<file path="src/rtl/booth_pkg.sv">
// Shared types and the radix-4 Booth digit decoder for the MUL unit.
package booth_pkg;

  typedef enum logic [1:0] {IDLE, RUN, DONE} state_t;

  typedef enum logic [2:0] {ZERO, P1, P2, M1, M2} booth_dig_t;

  // Map one overlapping multiplier group {q1,q0,q-1} to a Booth digit.
  function automatic booth_dig_t booth_decode(input logic [2:0] grp);
    booth_dig_t dig;
    case (grp)
      3'b001, 3'b010: dig = P1;
      3'b011:         dig = P2;
      3'b100:         dig = M2;
      3'b101, 3'b110: dig = M1;
      default:        dig = ZERO;
    endcase
    return dig;
  endfunction

endpackage

</file>
<file path="src/rtl/booth_r4_pp_sel.sv">
// Partial-product selector: turns a Booth digit and the extended multiplicand
// into the signed addend for the accumulator. One bit wider than M so that
// -2M of the most negative multiplicand still fits.
module booth_r4_pp_sel
  import booth_pkg::*;
#(
  parameter int XW = 10
) (
  input  logic [XW-1:0] i_m,
  input  booth_dig_t    i_dig,
  output logic [XW:0]   o_addend
);

  logic [XW:0] w_m1;
  logic [XW:0] w_m2;

  assign w_m1 = {i_m[XW-1], i_m};
  assign w_m2 = {i_m, 1'b0};

  // Select 0, +-M or +-2M.
  always_comb begin
    o_addend = '0;
    case (i_dig)
      P1:      o_addend = w_m1;
      P2:      o_addend = w_m2;
      M1:      o_addend = -w_m1;
      M2:      o_addend = -w_m2;
      default: o_addend = '0;
    endcase
  end

endmodule

</file>
<file path="src/rtl/booth_r4_mult_hs.sv">
// Radix-4 Booth multiplier with valid/ready on both sides, per-transaction
// signed/unsigned mode and a one-cycle path for zero operands.
//
//   state | meaning
//   ------+-----------------------------------------------------------
//   IDLE  | waiting for operands, in_ready=1
//   RUN   | one Booth digit per cycle: add, arithmetic shift by 2
//   DONE  | product valid, held until out_ready; may accept next op
module booth_r4_mult_hs
  import booth_pkg::*;
#(
  parameter int W = 8
) (
  input  logic           clk,
  input  logic           rst,
  input  logic           in_valid,
  output logic           in_ready,
  input  logic [W-1:0]   op_a,
  input  logic [W-1:0]   op_b,
  input  logic           signed_mode,
  output logic           out_valid,
  input  logic           out_ready,
  output logic [2*W-1:0] product,
  output logic           busy
);

  localparam int XW = W + 2;
  localparam int N  = XW / 2;
  localparam int CW = $clog2(N + 1);
  localparam int TW = 2 * XW + 2;

  generate
    if ((W % 2) != 0 || W < 4) begin : g_bad_w
      $error("booth_r4_mult_hs: W must be even and >= 4");
    end
  endgenerate

  state_t          r_state;
  logic [XW:0]     r_a;
  logic [XW-1:0]   r_q;
  logic            r_qm1;
  logic [XW-1:0]   r_m;
  logic [CW-1:0]   r_cnt;
  logic [2*W-1:0]  r_product;
  logic            r_out_valid;
  logic            r_busy;

  logic            w_accept;
  logic            w_zero;
  logic [1:0]      w_ext_a;
  logic [1:0]      w_ext_b;
  booth_dig_t      w_dig;
  logic [XW:0]     w_addend;
  logic [XW:0]     w_sum;
  logic signed [TW-1:0] w_cat;
  logic [TW-1:0]   w_shift;

  assign in_ready  = (r_state == IDLE) | ((r_state == DONE) & out_ready);
  assign w_accept  = in_valid & in_ready;
  assign w_zero    = (op_a == '0) | (op_b == '0);
  assign w_ext_a   = signed_mode ? {2{op_a[W-1]}} : 2'b00;
  assign w_ext_b   = signed_mode ? {2{op_b[W-1]}} : 2'b00;

  assign w_dig     = booth_decode({r_q[1:0], r_qm1});

  booth_r4_pp_sel #(.XW(XW)) u_pp_sel (
    .i_m      (r_m),
    .i_dig    (w_dig),
    .o_addend (w_addend)
  );

  // XW+1-bit two's-complement add, then arithmetic shift of {A,Q,Qm1} by 2.
  assign w_sum     = r_a + w_addend;
  assign w_cat     = {w_sum, r_q, r_qm1};
  assign w_shift   = w_cat >>> 2;

  assign out_valid = r_out_valid;
  assign product   = r_product;
  assign busy      = r_busy;

  // Control FSM and datapath registers; accept takes priority in IDLE/DONE.
  always_ff @(posedge clk) begin
    if (rst) begin
      r_state     <= IDLE;
      r_a         <= '0;
      r_q         <= '0;
      r_qm1       <= 1'b0;
      r_m         <= '0;
      r_cnt       <= '0;
      r_product   <= '0;
      r_out_valid <= 1'b0;
      r_busy      <= 1'b0;
    end else if (w_accept) begin
      r_busy <= 1'b1;
      if (w_zero) begin
        r_state     <= DONE;
        r_product   <= '0;
        r_out_valid <= 1'b1;
      end else begin
        r_state     <= RUN;
        r_out_valid <= 1'b0;
        r_m         <= {w_ext_a, op_a};
        r_q         <= {w_ext_b, op_b};
        r_a         <= '0;
        r_qm1       <= 1'b0;
        r_cnt       <= CW'(N);
      end
    end else begin
      case (r_state)
        RUN: begin
          r_a   <= w_shift[TW-1 -: XW+1];
          r_q   <= w_shift[XW:1];
          r_qm1 <= w_shift[0];
          r_cnt <= r_cnt - CW'(1);
          if (r_cnt == CW'(1)) begin
            r_state     <= DONE;
            r_product   <= w_shift[2*W:1];
            r_out_valid <= 1'b1;
          end
        end
        DONE: begin
          if (out_ready) begin
            r_state     <= IDLE;
            r_out_valid <= 1'b0;
            r_busy      <= 1'b0;
          end
        end
        default: begin
        end
      endcase
    end
  end

endmodule

</file>
<file path="config.mk">
export PLATFORM = sky130hd
export DESIGN_NAME = booth_r4_mult_hs
export DESIGN_NICKNAME = d
export VERILOG_FILES = /design/src/rtl/booth_pkg.sv /design/src/rtl/booth_r4_pp_sel.sv /design/src/rtl/booth_r4_mult_hs.sv
export SDC_FILE = /design/constraint.sdc
export NUM_CORES = 1
export LEC_CHECK = 0
export BUFFER_PORTS_ARGS = -buffer_cell sky130_fd_sc_hd__buf_2
export CORE_MARGIN = 5
export CORE_UTILIZATION = 58
export CTS_CLUSTER_DIAMETER = 150
export DETAILED_ROUTE_END_ITERATION = 10
export PLACE_DENSITY = 0.8
export REMOVE_ABC_BUFFERS = 1
export SYNTH_ARGS = -nofsm -noshare
export SYNTH_HDL_FRONTEND = slang
export SYNTH_SLANG_ARGS = --single-unit
export TNS_END_PERCENT = 50
</file>
<file path="constraint.sdc">
create_clock -name clk -period 4.1 [get_ports clk]
set_clock_uncertainty 0.15 [all_clocks]
set_input_delay 0.82 -clock clk [delete_from_list [all_inputs] [get_ports clk]]
set_output_delay 0.82 -clock clk [all_outputs]
set_load 0.05 [all_outputs]
</file>
==> key figures <==
Status
  – Status: complete, no violations

Yosys
  – Area of the mapped netlist: 3073 um^2
  – Synth Area in Compound Gates: 0.2219
  – Number of storage elements in the synthesis netlist: 51
  – Commonest register cell after synthesis: sky130_fd_sc_hd__dfxtp_1
  – Async set or reset register ratio after synthesis: 0
  – Main combinational cell family by area after synthesis: simple AND/OR/NAND/NOR gates
  – Post-synth EDFFs: 0
  – Number of library cell types mapped by synthesis: 53
  – Total of warnings raised by yosys: 0
  – Syn Area/Cell: 7.961 um^2
  – Adder-cell share of the synthesized area: 0.05945
  – Gate count after technology mapping: about 390
  – Proportion of synthesized area in mux cells: 0.06759
  – XOR/XNOR share of the synthesized area: 0.05130
  – Sequential share of the synthesized area: 0.3322
  – Post-synthesis share of cell area spent on and, or, nand and nor gates: 0.2248

Timing
  – Final setup TNS: 0 ns
  – RSZ-0062 raised after global routing: false
  – Number of failing hold endpoints at the final stage: 0
  – Transition time of the tightest slew-check pin: approximately 0.95 ns
  – Final setup viols: 0
  – Share of the cycle needed by the critical path after routing: 0.8874
  – Highest clock frequency the design can meet: between 200 and 300 MHz
  – Worst slew margin: 0.3694
  – Total count of max-transition violations in the final report: 0
  – Period minus WS final: 3.638 ns
  – Worst setup margin: 0.4617 ns

Power and ir drop
  – Total power: around 1.2 mW
  – Ratio of total power to cell area: 359.9 nW/um^2
  – Leakage power: about 1.4 nW
  – Peak supply drop: between 0.2 and 0.3 mV

Critical path
  – Crit path required time: approximately 4.1 ns
  – Peak fanout along the critical path: 5
  – Worst Setup End Kind: flop
  – Reg-to-reg setup timing slack: 0.46 ns
  – Nature of the critical path startpoint: flop
  – Data arrival time of the critical path: between 3 and 4 ns
  – Category of the critical setup timing path: reg -> reg

Route
  – Detailed-route vias per instance: 5.926
  – Post-detailed-route wirelength per cell: about 15 um
  – Residual DRC: 0
  – DRT Pass-1 Iters: 4
  – Iter 0 DRT Violations: 257
  – Overall routed net length: 7380 um
  – Antenna violation net count after detailed routing: 0
  – Number of vias after detailed routing: between 2,000 and 3,000

Cells and area
  – Synth-to-Final Area Change: 10.42%
  – Number of nets in the layout: between 400 and 500
  – Share of layout cells above drive strength 1: 0.1518
  – Final cell area excluding filler cells: approximately 3400 um^2
  – FILL cells: about 470
  – Final antenna diode count: 0
  – Finished Layout Cells: a little under 500

Clock tree
  – Setup repair bufs after CTS: 0
  – Clock-pin slew reported for the worst setup and hold paths after clock tree synthesis: 0.10 ns
  – Worst-case clock buffer depth: 2
  – Clock root buffer master: sky130_fd_sc_hd__clkbuf_8
  – Number of buffers created by CTS: 5
  – Cts repair resizes: 0
  – Clock tree from TritonCTS: built
  – Hold buffer count at cts: 0
  – CTS H-tree depth: 2
  – Clk sinks: 51
  – Clock latency on the worst-skew pair: 0.31 ns

Floorplan
  – Overall die height: between 80 and 90 um
  – Initial Util: 0.5979
  – Count of boundary I/O pins: 40
  – Core region area: 5140 um^2
  – Number of rows created at floorplan: 26
  – Die area: 6854 um^2
  – Die Wd: around 83 um

Place
  – Placed cell count: 477
  – HPWL after detailed placement: between 5000 and 6000 um
  – PortBufs: 39
  – Setup slack after placement: approximately 0.49 ns
  – Placed cell area: 3298 um^2
  – Final weighted congestion in routability-driven placement: roughly 0.89

GRT
  – Residual overflow from global routing: 0
  – Number of antenna violations at the first check in global routing: 0
  – Largest net degree at the start of global routing: 53
  – GRT Util Overall: 0.2307
  – Vias in the first global route: 2,704
  – Wire length of the first global-routing pass: around 12,000 um

Flow run
  – Max_cap viols: 0

Hold path
  – Type of the tightest min-delay check: reg -> reg
[logic make-up (layout without fill, tap and decap cells)]
group | after synthesis | in the layout
AOI/OAI and AO/OA | 105 | 105
muxes | 18 | 18
adders and majority gates | 14 | 14
DFF | 51 | 51
and+or+nand+nor | 149 | 149
buffers and inverters | 31 | 60
xor gates and xnor gates | 18 | 18
[per-stage QoR]
step / utilization / hold slack, ns
2_1_floorplan: - / 0.2918
3_3_place_gp: 0.6417 / 0.2894
3_5_place_dp: 0.6417 / 0.2940
4_1_cts: 0.6602 / 0.3073
5_1_grt: 0.6602 / 0.3358
6_report: 0.6602 / 0.3059
[layer usage]
layer | up-vias | global-route usage | part of all wire
met5 | - | 0 | 0
met3 | 9 | 0.04752 | 0.068
met2 | 85 | 0.3918 | 0.47
met4 | 0 | 0.06046 | 0.0087
li1 | 1434 | - | -
met1 | 1346 | 0.2976 | 0.45
[worst paths after layout]
path	end	startpoint	cells after the start
max	r_a[9]$_SDFFE_PP0P_	r_m[0]$_SDFFE_PP0P_	14
min	product[2]$_SDFFE_PP0P_	product[2]$_SDFFE_PP0P_	2
max reg2reg	r_a[9]$_SDFFE_PP0P_	r_m[0]$_SDFFE_PP0P_	14
min reg2reg	product[2]$_SDFFE_PP0P_	product[2]$_SDFFE_PP0P_	2
[layout make-up]
class                      instances  area [um^2]  area share
inverter                           8        30.03    0.008850
timing repair buffer              44        232.7     0.06858
tap                               70        87.58     0.02581
clock inverter                     1        8.758    0.002581
multi-input combinational        304         1927      0.5678
sequential                        51         1021      0.3009
clock buffer                       7        86.33     0.02544
[state kept, by name (all words and copies together), names as in the netlist]
register   count
product       16
r_q           10
r_a            9
r_m            9
r_cnt          3
busy           1
out_valid      1
r_qm1          1
r_state        1
[cell usage in the layout, fill, tap and decap left out, drive strengths merged, types with 3 or more instances in the layout]
master,synthesis,final
nor2,56,56
dfxtp,51,51
buf,9,44
nand2,43,43
a21oi,26,26
o21ai,25,25
xnor2,14,14
mux2i,14,14
ha,13,13
a211oi,13,13
a22oi,11,11
a31oi,10,10
nand3,9,9
nor3,8,8
inv,7,7
and2,7,7
clkbuf,14,7
nor2b,6,6
nor4,5,5
nand2b,4,4
xor2,4,4
a221oi,3,3
o21bai,3,3
a21o,3,3
[Yosys cell counts (2+ instances only)]
| cell type | n | share of area |
|---|---|---|
| sky130_fd_sc_hd__o21ai_1 | 4 | 0.0065 |
| sky130_fd_sc_hd__a31oi_2 | 2 | 0.0081 |
| sky130_fd_sc_hd__nor4_1 | 5 | 0.010 |
| sky130_fd_sc_hd__dfxtp_1 | 51 | 0.33 |
| sky130_fd_sc_hd__mux2_2 | 2 | 0.0073 |
| sky130_fd_sc_hd__a21oi_1 | 26 | 0.042 |
| sky130_fd_sc_hd__nor3_1 | 8 | 0.013 |
| sky130_fd_sc_hd__o21ai_0 | 21 | 0.034 |
| sky130_fd_sc_hd__nor3b_1 | 2 | 0.0049 |
| sky130_fd_sc_hd__buf_1 | 2 | 0.0024 |
| sky130_fd_sc_hd__nand3_1 | 9 | 0.015 |
| sky130_fd_sc_hd__a211oi_1 | 12 | 0.029 |
| sky130_fd_sc_hd__a22oi_1 | 11 | 0.027 |
| sky130_fd_sc_hd__nor2b_1 | 6 | 0.012 |
| sky130_fd_sc_hd__a21o_1 | 3 | 0.0073 |
| sky130_fd_sc_hd__xnor2_1 | 14 | 0.040 |
| sky130_fd_sc_hd__mux4_2 | 2 | 0.015 |
| sky130_fd_sc_hd__mux2i_1 | 14 | 0.046 |
| sky130_fd_sc_hd__buf_2 | 6 | 0.0098 |
| sky130_fd_sc_hd__clkbuf_1 | 14 | 0.017 |
| sky130_fd_sc_hd__nor2_1 | 55 | 0.067 |
| sky130_fd_sc_hd__a221oi_1 | 3 | 0.0086 |
| sky130_fd_sc_hd__nand2b_1 | 4 | 0.0081 |
| sky130_fd_sc_hd__xor2_1 | 4 | 0.011 |
| sky130_fd_sc_hd__ha_1 | 13 | 0.053 |
| sky130_fd_sc_hd__o21bai_1 | 3 | 0.0073 |
| sky130_fd_sc_hd__nand2_1 | 43 | 0.053 |
| sky130_fd_sc_hd__o211ai_1 | 2 | 0.0049 |
| sky130_fd_sc_hd__inv_1 | 7 | 0.0086 |
| sky130_fd_sc_hd__a311oi_1 | 2 | 0.0057 |
| sky130_fd_sc_hd__a31oi_1 | 8 | 0.016 |
| sky130_fd_sc_hd__and2_1 | 7 | 0.014 |
[critical path, stage by stage (launching register included)]
cell	delay, ns
sky130_fd_sc_hd__dfxtp_1	0.35
sky130_fd_sc_hd__inv_1	0.08
sky130_fd_sc_hd__ha_1	0.21
sky130_fd_sc_hd__or3b_4	0.41
sky130_fd_sc_hd__or3_1	0.35
sky130_fd_sc_hd__xnor2_1	0.15
sky130_fd_sc_hd__o21ai_1	0.07
sky130_fd_sc_hd__mux4_2	0.46
sky130_fd_sc_hd__ha_1	0.35
sky130_fd_sc_hd__o21ai_0	0.11
sky130_fd_sc_hd__o21bai_1	0.18
sky130_fd_sc_hd__a41oi_1	0.16
sky130_fd_sc_hd__xnor2_1	0.21
sky130_fd_sc_hd__mux2i_1	0.20
sky130_fd_sc_hd__a21oi_1	0.08
[power by group]
part / total, mW / internal (mW) / leakage [nW] / switching [mW]
registers: 0.566 / 0.528 / 0.416 / 0.0376
logic: 0.347 / 0.135 / 0.945 / 0.213
clock network: 0.308 / 0.139 / 0.0484 / 0.169
total: 1.22 / 0.801 / 1.41 / 0.420
(Power assumes the default switching activity.)
